<file path="src/rtl/entity_sched_pkg.sv">
// Shared widths, the empty-slot descriptor and the scheduler FSM state type.
package entity_sched_pkg;

  localparam int ENTITY_W = 14;
  localparam int SLOT_W   = 4;

  // Descriptor with ID 4'hF and tile 0: what the frame buffer shows as "no entity".
  localparam logic [ENTITY_W-1:0] EMPTY_ENTITY = 14'h3C00;

  typedef enum logic [1:0] {
    ST_RUN,
    ST_COMMIT,
    ST_CLEAR
  } state_t;

endpackage

</file>
<file path="src/rtl/entity_update_scheduler_rr_arbiter.sv">
// Round-robin arbiter: grants the first valid requester at or after ptr, wrapping.
module rr_arbiter #(
  parameter int N_REQ = 4
) (
  input  logic [N_REQ-1:0]         valid,
  input  logic [$clog2(N_REQ)-1:0] ptr,
  output logic [N_REQ-1:0]         grant
);

  int   idx;
  logic found;

  // NOTE: every combinational output gets a default before the loop so no latch is inferred.
  always_comb begin
    grant = '0;
    found = 1'b0;
    idx   = 0;
    for (int i = 0; i < N_REQ; i++) begin
      idx = int'(ptr) + i;
      if (idx >= N_REQ) idx = idx - N_REQ;
      if (!found && valid[idx]) begin
        grant[idx] = 1'b1;
        found      = 1'b1;
      end
    end
  end

endmodule

</file>
<file path="src/rtl/entity_update_scheduler.sv">
// Entity update scheduler: arbitrates descriptor writes into the frame-buffer slot banks.
// Define ENTITY_SCHED_VBLANK_SYNC_EN to stage writes in a shadow bank committed on vblank.
module entity_update_scheduler
  import entity_sched_pkg::*;
#(
  parameter int N_REQ   = 4,
  parameter int N_SLOTS = 9
) (
  input  logic                          clk,
  input  logic                          reset,
  input  logic [N_REQ-1:0]              req_valid,
  input  logic [SLOT_W*N_REQ-1:0]       req_slot,
  input  logic [ENTITY_W*N_REQ-1:0]     req_entity,
  output logic [N_REQ-1:0]              req_ready,
  input  logic                          vblank,
  input  logic                          flush,
  output logic [ENTITY_W*N_SLOTS-1:0]   entity_out,
  output logic                          busy,
  output logic                          err_slot
);

  localparam int PTR_W = $clog2(N_REQ);

  state_t              state, state_next;
  logic [PTR_W-1:0]    rr_ptr, g_idx, next_ptr;
  logic [N_REQ-1:0]    grant;
  logic [SLOT_W-1:0]   clr_cnt, sel_slot;
  logic [ENTITY_W-1:0] sel_entity;
  logic                xfer, slot_ok, wr_en, vblank_edge, commit_en;

  logic [ENTITY_W-1:0] active [N_SLOTS];

  rr_arbiter #(.N_REQ(N_REQ)) u_arb (
    .valid (req_valid),
    .ptr   (rr_ptr),
    .grant (grant)
  );

  always_comb req_ready = (state == ST_RUN && !reset) ? grant : '0;

  always_comb begin
    xfer       = 1'b0;
    g_idx      = '0;
    sel_slot   = '0;
    sel_entity = '0;
    for (int i = 0; i < N_REQ; i++) begin
      if (req_valid[i] && req_ready[i]) begin
        xfer       = 1'b1;
        g_idx      = PTR_W'(i);
        sel_slot   = req_slot[SLOT_W*i +: SLOT_W];
        sel_entity = req_entity[ENTITY_W*i +: ENTITY_W];
      end
    end
  end

  assign slot_ok  = sel_slot < SLOT_W'(N_SLOTS);
  assign wr_en    = xfer && slot_ok;
  assign next_ptr = (g_idx == PTR_W'(N_REQ - 1)) ? '0 : g_idx + 1'b1;

`ifdef ENTITY_SCHED_VBLANK_SYNC_EN
  logic                vblank_q;
  logic [ENTITY_W-1:0] shadow [N_SLOTS];

  always_ff @(posedge clk) begin
    if (reset) vblank_q <= 1'b0;
    else       vblank_q <= vblank;
  end

  assign vblank_edge = vblank && !vblank_q;
`else
  logic unused_vblank;
  assign unused_vblank = vblank;
  assign vblank_edge   = 1'b0;
`endif

  always_comb begin
    state_next = state;
    case (state)
      ST_RUN: begin
        if (flush)            state_next = ST_CLEAR;
        else if (vblank_edge) state_next = ST_COMMIT;
      end
      ST_COMMIT: state_next = flush ? ST_CLEAR : ST_RUN;
      ST_CLEAR:  if (clr_cnt == SLOT_W'(N_SLOTS - 1)) state_next = ST_RUN;
      default:   state_next = ST_RUN;
    endcase
  end

  // A flush arriving during COMMIT discards the copy.
  assign commit_en = (state == ST_COMMIT) && !flush;
  assign busy      = (state != ST_RUN);

  // NOTE: sequential state uses non-blocking assignments so every register samples pre-edge values.
  always_ff @(posedge clk) begin
    if (reset) begin
      state    <= ST_RUN;
      rr_ptr   <= '0;
      err_slot <= 1'b0;
      clr_cnt  <= '0;
    end else begin
      state   <= state_next;
      clr_cnt <= (state == ST_CLEAR) ? clr_cnt + 1'b1 : '0;
      if (xfer) rr_ptr <= next_ptr;
      if (state != ST_CLEAR && state_next == ST_CLEAR) err_slot <= 1'b0;
      else if (xfer && !slot_ok)                       err_slot <= 1'b1;
    end
  end

  // NOTE: the slot banks are reset explicitly because the frame buffer must see empty slots after reset.
  always_ff @(posedge clk) begin
    if (reset) begin
      for (int k = 0; k < N_SLOTS; k++) begin
        active[k] <= EMPTY_ENTITY;
`ifdef ENTITY_SCHED_VBLANK_SYNC_EN
        shadow[k] <= EMPTY_ENTITY;
`endif
      end
    end else if (state == ST_CLEAR) begin
      active[clr_cnt] <= EMPTY_ENTITY;
`ifdef ENTITY_SCHED_VBLANK_SYNC_EN
      shadow[clr_cnt] <= EMPTY_ENTITY;
`endif
    end else begin
`ifdef ENTITY_SCHED_VBLANK_SYNC_EN
      if (wr_en) shadow[sel_slot] <= sel_entity;
      if (commit_en) begin
        for (int k = 0; k < N_SLOTS; k++) active[k] <= shadow[k];
      end
`else
      if (wr_en || commit_en) active[sel_slot] <= sel_entity;
`endif
    end
  end

  for (genvar k = 0; k < N_SLOTS; k++) begin : g_out
    assign entity_out[ENTITY_W*k +: ENTITY_W] = active[k];
  end

endmodule

</file>
<file path="config.mk">
export PLATFORM = sky130hd
export DESIGN_NAME = entity_update_scheduler
export DESIGN_NICKNAME = d
export VERILOG_FILES = /design/src/rtl/entity_sched_pkg.sv /design/src/rtl/entity_update_scheduler_rr_arbiter.sv /design/src/rtl/entity_update_scheduler.sv
export SDC_FILE = /design/constraint.sdc
export NUM_CORES = 1
export LEC_CHECK = 0
export ABC_AREA = 1
export CAP_MARGIN = 20
export CORE_MARGIN = 2
export CORE_UTILIZATION = 35
export DETAILED_ROUTE_END_ITERATION = 16
export GPL_TIMING_DRIVEN = 0
export HOLD_SLACK_MARGIN = 0.15
export SYNTH_ARGS = -nofsm -noshare
export SYNTH_HDL_FRONTEND = slang
export SYNTH_SLANG_ARGS = --single-unit
</file>
<file path="constraint.sdc">
create_clock -name clk -period 7.6 [get_ports clk]
set_clock_uncertainty 0.1 [all_clocks]
set_input_delay 1.9 -clock clk [delete_from_list [all_inputs] [get_ports clk]]
set_output_delay 1.9 -clock clk [all_outputs]
set_load 0.005 [all_outputs]
</file>
### Word-level counts from Yosys, hierarchy flattened

Memories as Yosys holds them, arrays and structs flattened.
Cells that the tools add are included.
Widths: inputs -> output; s select.

| cells by class | value |
|---|---|
| shift operators | 0 |
| bitwise logic cells | 4 |
| magnitude comparators | 13 |
| multiply operators | 0 |
| muxes and demuxes | 67 |
| add/subtract/negate cells | 9 |
| equality and inequality tests | 6 |
| reduce and logical (&&, ||, !) cells | 29 |
| divide/modulo/power cells | 0 |

Operators by type and width:

| cell | number |
|---|---|
| $ge 32x1->1 const B | 4 |
| $lt 32x4->1 const B | 4 |
| $mux 32 | 4 |
| $ge 32x4->1 const B | 3 |
| $sub 32x4->32 const B | 3 |
| $mux 14 | 6 |
| $mux 4 | 11 |
| $mux 1 | 31 |
| $reduce_or 14->1 | 2 |
| $logic_and 1x1->1 | 16 |
| $mux 2 | 6 |
| $or 4x4->4 | 3 |
| $bmux 1 s2 | 4 |
| $demux 1 s2 | 4 |
| $add 2x2->3 const B | 2 |
| $eq 2x2->1 const B | 3 |
| $logic_not 1->1 | 6 |
| $pmux 2 s3 | 1 |
| $add 4x1->4 const B | 1 |
| $eq 4x4->1 const B | 1 |
| $lt 4x4->1 const B | 1 |
| $reduce_or 2->1 | 2 |
| $sub 2x3->4 const B | 1 |
| $add 2x1->3 const B | 1 |
| other kinds (8) | 8 |

| word-level totals | value |
|---|---|
| output and inout bits | 132 |
| RAM bits | 126 |
| memories | 1 |
| bits in latches | 0 |
| register bits | 9 |
| word-level logic and storage cells | 133 |
| memory bits (read-only) | 0 |
| input port bits | 80 |

Memory list:

| memory | words | bits a word | rd ports | clocked after Yosys merged registers in | wr ports | RTL line | source |
|---|---|---|---|---|---|---|---|
| active | 9 | 14 | 9 | 0 | 9 | entity_update_scheduler.sv:31 | `logic [ENTITY_W-1:0] active [N_SLOTS];` |

### Longest topological paths before layout

| logic depth | value |
|---|---|
| word-level depth | 30 |
| depth in mapped cells | 27 |
| depth with buffers taken out | 25 |

### Cells and area by module

From an unflattened synthesis, not the netlist that was laid out.

| unflattened totals | value |
|---|---|
| cell total of the unflattened synthesis | 586 |
| area total of the unflattened synthesis | 6537.5 um^2 |

Modules (own cells, without submodules):

| module | cells each | times used | sequential area each (um^2) | area an instance (um^2) |
|---|---|---|---|---|
| entity_update_scheduler | 511 | 1 | 3963.8 | 6115.9 |
| rr_arbiter | 75 | 1 | 0.0 | 421.7 |

### Worst setup path after synthesis

Ideal clock, no wire load.

| timing | value |
|---|---|
| kind | in2reg |
| start point | input req_valid[2] |
| end point | memory active[0][0] (enable) |
| path buffers | 4 |
| slack | 2611 ps |
| cell stages on the path | 26 |
| data arrival time | 4528 ps |
| required time | 7139 ps |
| cell sequence | buf_2 inv_1 nand2_1 nand3_1 nand2_1 nand2_2 nor2_4 nand2_2 nand3_4 nand3_2 buf_6 nand4_1 nand3_1 nand2_2 inv_1 nand2_2 nand3_2 nand2_4 nand2_4 buf_6 nand2_4 nand2_4 nor2_4 nand3_2 buf_6 nand2_1 |

RTL lines:

| what | RTL line | source |
|---|---|---|
| start: declaration | entity_update_scheduler.sv:11 | `input logic [N_REQ-1:0] req_valid,` |
| end: declaration | entity_update_scheduler.sv:31 |  |

### Final worst setup path

| timing | value |
|---|---|
| start point | input req_valid[1] |
| end point | output req_ready[2] |

| on the way | value |
|---|---|
| cells in the longest elaborated chain, start to end | 14 |
| elaborated cells on any way between the ends | 29 |
| classes of those cells | mux: 20; bitwise: 3; reduce/logical: 6 |

RTL lines:

| what | RTL line | source |
|---|---|---|
| $bmux 1 s2 | entity_update_scheduler_rr_arbiter.sv:21 | `if (!found && valid[idx]) begin` |
| $mux 1 (implied by the code) (2 in series) | entity_update_scheduler_rr_arbiter.sv:21 |  |
| $mux 1 | entity_update_scheduler_rr_arbiter.sv:21 |  |
| $logic_not 1->1 | entity_update_scheduler_rr_arbiter.sv:21 |  |
| $logic_and 1x1->1 | entity_update_scheduler_rr_arbiter.sv:21 |  |
| $mux 1 | entity_update_scheduler_rr_arbiter.sv:21 |  |
| $logic_not 1->1 | entity_update_scheduler_rr_arbiter.sv:21 |  |
| $logic_and 1x1->1 | entity_update_scheduler_rr_arbiter.sv:21 |  |
| $mux 1 | entity_update_scheduler_rr_arbiter.sv:21 |  |
| $logic_not 1->1 | entity_update_scheduler_rr_arbiter.sv:21 |  |
| $logic_and 1x1->1 | entity_update_scheduler_rr_arbiter.sv:21 |  |
| $mux 4 (*) | entity_update_scheduler_rr_arbiter.sv:21 |  |
| $mux 4 (*) | entity_update_scheduler.sv:39 | `always_comb req_ready = (state == ST_RUN && !reset) ? grant : '0;` |
| end: declaration | entity_update_scheduler.sv:14 | `output logic [N_REQ-1:0] req_ready,` |

Mark *: on every way between the ends. The rest lies on a longest branch, timed or not. The select of a mux whose other input is x is not followed.

==> summary.json <==
{
  "setup_path": {
    "regToRegEndpoint": "active[6][13]",
    "worst_r2r_path_depth": 27,
    "worst-setup-path-type": "in -> out",
    "worst_setup_path_start_kind": "input pin",
    "setup.reg_to_reg.worst_slack_ps": 2900,
    "critical_path_arrival_ps": 3900,
    "critical_path_required_ps": 5600,
    "endpoint_kind": "output port",
    "worstPathMaxFanout": 6,
    "rr_startpoint": "rr_ptr[0]"
  },
  "hold_path": {
    "hp-start": "clr_cnt[0]",
    "hp-class": "reg -> reg",
    "timing.hold.worst_endpoint": "clr_cnt[0]",
    "whs_path_depth": 1
  },
  "clock_tree": {
    "tritoncts": "done",
    "cts-resized-gates": 0,
    "cts_made_buffers": 17,
    "post-cts-setup-buffer-count": 0,
    "cts.root.buffer_cell": "sky130_fd_sc_hd__clkbuf_16",
    "clockBufferDepth": 2,
    "cts_hold_buf": 0,
    "ctsHtreeMaxLevel": 4,
    "tritoncts_num_sinks": 135,
    "insertion_delay_ps": 410,
    "clkTransAtPathRegs_ps": 50
  },
  "routing": {
    "wl_um": 18700,
    "detailedRoute.firstIterationViolations": 267,
    "drt_pre_antenna_iters": 5,
    "ant_nets": 0,
    "vias_per_cell": 4.80,
    "vias": 5069,
    "drcViolationCount": 0,
    "wl_per_cell_um": 17.7
  },
  "placement": {
    "detailedPlace.worstSlack_ps": 1460,
    "hpwl_um": 14400,
    "placedCellCount": 1024,
    "port_buffers": 209,
    "place.gp.congestion": 0.866
  },
  "synth": {
    "yosys-top-cells-area": "sky130_fd_sc_hd__edfxtp_1 58%, sky130_fd_sc_hd__nand2_1 7.8%, sky130_fd_sc_hd__nor2_2 7.8%, sky130_fd_sc_hd__dfxtp_1 2.8%, sky130_fd_sc_hd__nand3_2 2.5%",
    "postSynthNetCount": 672,
    "cell_area_after_technology_mapping_um2": 6520,
    "yosys.area.top_type": "sky130_fd_sc_hd__edfxtp_1",
    "postSynth.asyncResetShare_pct": 0,
    "synth_warn": 0,
    "synth_most_common_cell": "sky130_fd_sc_hd__nand2_1",
    "ys_ff_latch": 135,
    "netlist_instances": 586,
    "post_synth.cell_area_avg_um2": 11.1,
    "dominantRegCellSynth": "sky130_fd_sc_hd__edfxtp_1",
    "synth_edf_count": 126,
    "area_share_of_the_largest_cell_type_after_synthesis_pct": 58.0,
    "most_used_standard_cells_in_the_synthesized_netlist": "135 x sky130_fd_sc_hd__nand2_1, 126 x sky130_fd_sc_hd__edfxtp_1, 81 x sky130_fd_sc_hd__nor2_2",
    "synth_sequential_area_ratio_pct": 60.8,
    "synthDistinctLibCells": 37
  },
  "cells_and_area": {
    "layout.filler_cells": 1630,
    "multi_input_area_um2": 2230,
    "finalNetCount": 900,
    "n_antenna_cell": 0,
    "seq_area_um2": 3960,
    "postLayoutCoreUtil_pct": 52.6,
    "post_layout_nonfiller_instances": 1055,
    "area_growth_syn_to_fin_pct": 46.4,
    "layout-drive-gt1-share_pct": 22.0
  },
  "timing": {
    "hold_violations": 0,
    "fin_crit_sh_pct": 77.6,
    "grt_setup_unrepaired": "false",
    "min_period_ps": 5900,
    "final-setup-viol-count": 0,
    "clock.fmax_mhz": 169,
    "worst_pin_slew_ps": 1010,
    "max-slew-margin-rel_pct": 32.8,
    "setup-tns-final_ps": 0,
    "fin_ws_ps": 1700,
    "report.final.slew_viol_count": 0
  },
  "pwr": {
    "leakage_nw": 3.34,
    "finalPower_mw": 2.01,
    "vdd_ir_drop_max_mv": 0.159,
    "pwr_dens_nw_per_um2": 210
  },
  "grt": {
    "first_global_vias": 5044,
    "grt_overflow": 0,
    "grt_max_degree": 17,
    "grtUsageTotal_pct": 19.4,
    "global_route_wire_length_before_repair_um": 28700,
    "number_of_antenna_violations_at_the_first_check_in_global_routing": 0
  },
  "run": {
    "cap_viol_max_count": 0
  },
  "run_status": {
    "outcome": "finished, final reports clean"
  },
  "floorplan": {
    "floorplan.initialDensity_pct": 35.9,
    "chipHeight_um": 141,
    "pin_count": 212,
    "standard_cell_core_area_um2": 18100,
    "die_area_um2": 19700,
    "placement_rows": 49,
    "chipWidth_um": 141
  }
}
## kinds of logic after synthesis
group	after synthesis	synth area share [%]
and+or+nand+nor	336	28.1
AOI/OAI and AO/OA	42	4.62
buffers and inverters	64	4.99
adders and majority gates	6	1.15
other	1	0.0575
DFF	135	60.8
xor gates and xnor gates	2	0.269
## layout by cell type, fill, tap and decap left out, drive strengths merged, types with 5 or more instances in the layout
cell and n:
o22ai 9, nand4 6, nor2 112, o31ai 9, ha 6, edfxtp 126, buf 16, a21oi 10
dfxtp 9, clkdlybuf4s50 209, nand3 48, inv 46, and2 9, clkbuf 22, nand2 156, bufinv 5
## where the power goes
group	total (mW)	leakage, nW	switching, mW	internal [mW]
combinational	0.259	1.77	0.142	0.117
sequential	0.851	1.26	0.0115	0.840
clock	0.899	0.308	0.314	0.585
total	2.01	3.34	0.468	1.54
## metrics by stage
stage	instance area [µm²]	hold slack (ps)
after floorplan	6520	341
after global placement	8900	371
after detailed placement	8900	367
after CTS	9550	382
after global routing	9550	408
final	9550	380
## registers in the layout (all words and copies together), names as in the netlist
| name | count |
|---|---|
| clr_cnt | 4 |
| state | 2 |
| active | 126 |
| err_slot | 1 |
| rr_ptr | 2 |
## cell type report
class	count	area share, %
sequential	135	41.5
multi-input combinational	387	23.4
timing repair buffer	209	21.9
clock buffer	18	4.49
tap	229	3.00
clock inverter	13	2.28
inverter	44	1.73
buffer	20	1.68
## worst max path at each step
stage,depth (start not counted),from,slack [ps],to
floorplan,26,req_valid[2],2610,active[0][0]
global placement,26,req_valid[1],1510,active[6][1]
detailed placement,26,req_valid[1],1460,active[6][1]
CTS,10,req_valid[1],1710,req_ready[2]
global route,26,req_valid[1],1540,active[8][0]
finish,11,req_valid[1],1700,req_ready[2]
## worst max-delay path: stages
cell,delay [ps]
sky130_fd_sc_hd__clkdlybuf4s50_1,510
sky130_fd_sc_hd__nand2_1,160
sky130_fd_sc_hd__nand3_1,90
sky130_fd_sc_hd__nand2_1,160
sky130_fd_sc_hd__nand2_2,90
sky130_fd_sc_hd__nor2_4,140
sky130_fd_sc_hd__nand2_2,80
sky130_fd_sc_hd__nand3_4,120
sky130_fd_sc_hd__nand2_2,90
sky130_fd_sc_hd__inv_1,70
sky130_fd_sc_hd__clkdlybuf4s50_1,490
## per-layer routing
layer  part of all wire [%]  GRT usage, %  up-vias
met5                      0             0        -
met4                   0.94          4.58        0
met3                    5.6          4.82       18
met2                     50          33.8      159
met1                     43          24.4     2448
li1                       -             -     2444
Note: power is estimated with default switching activity, not from simulation.
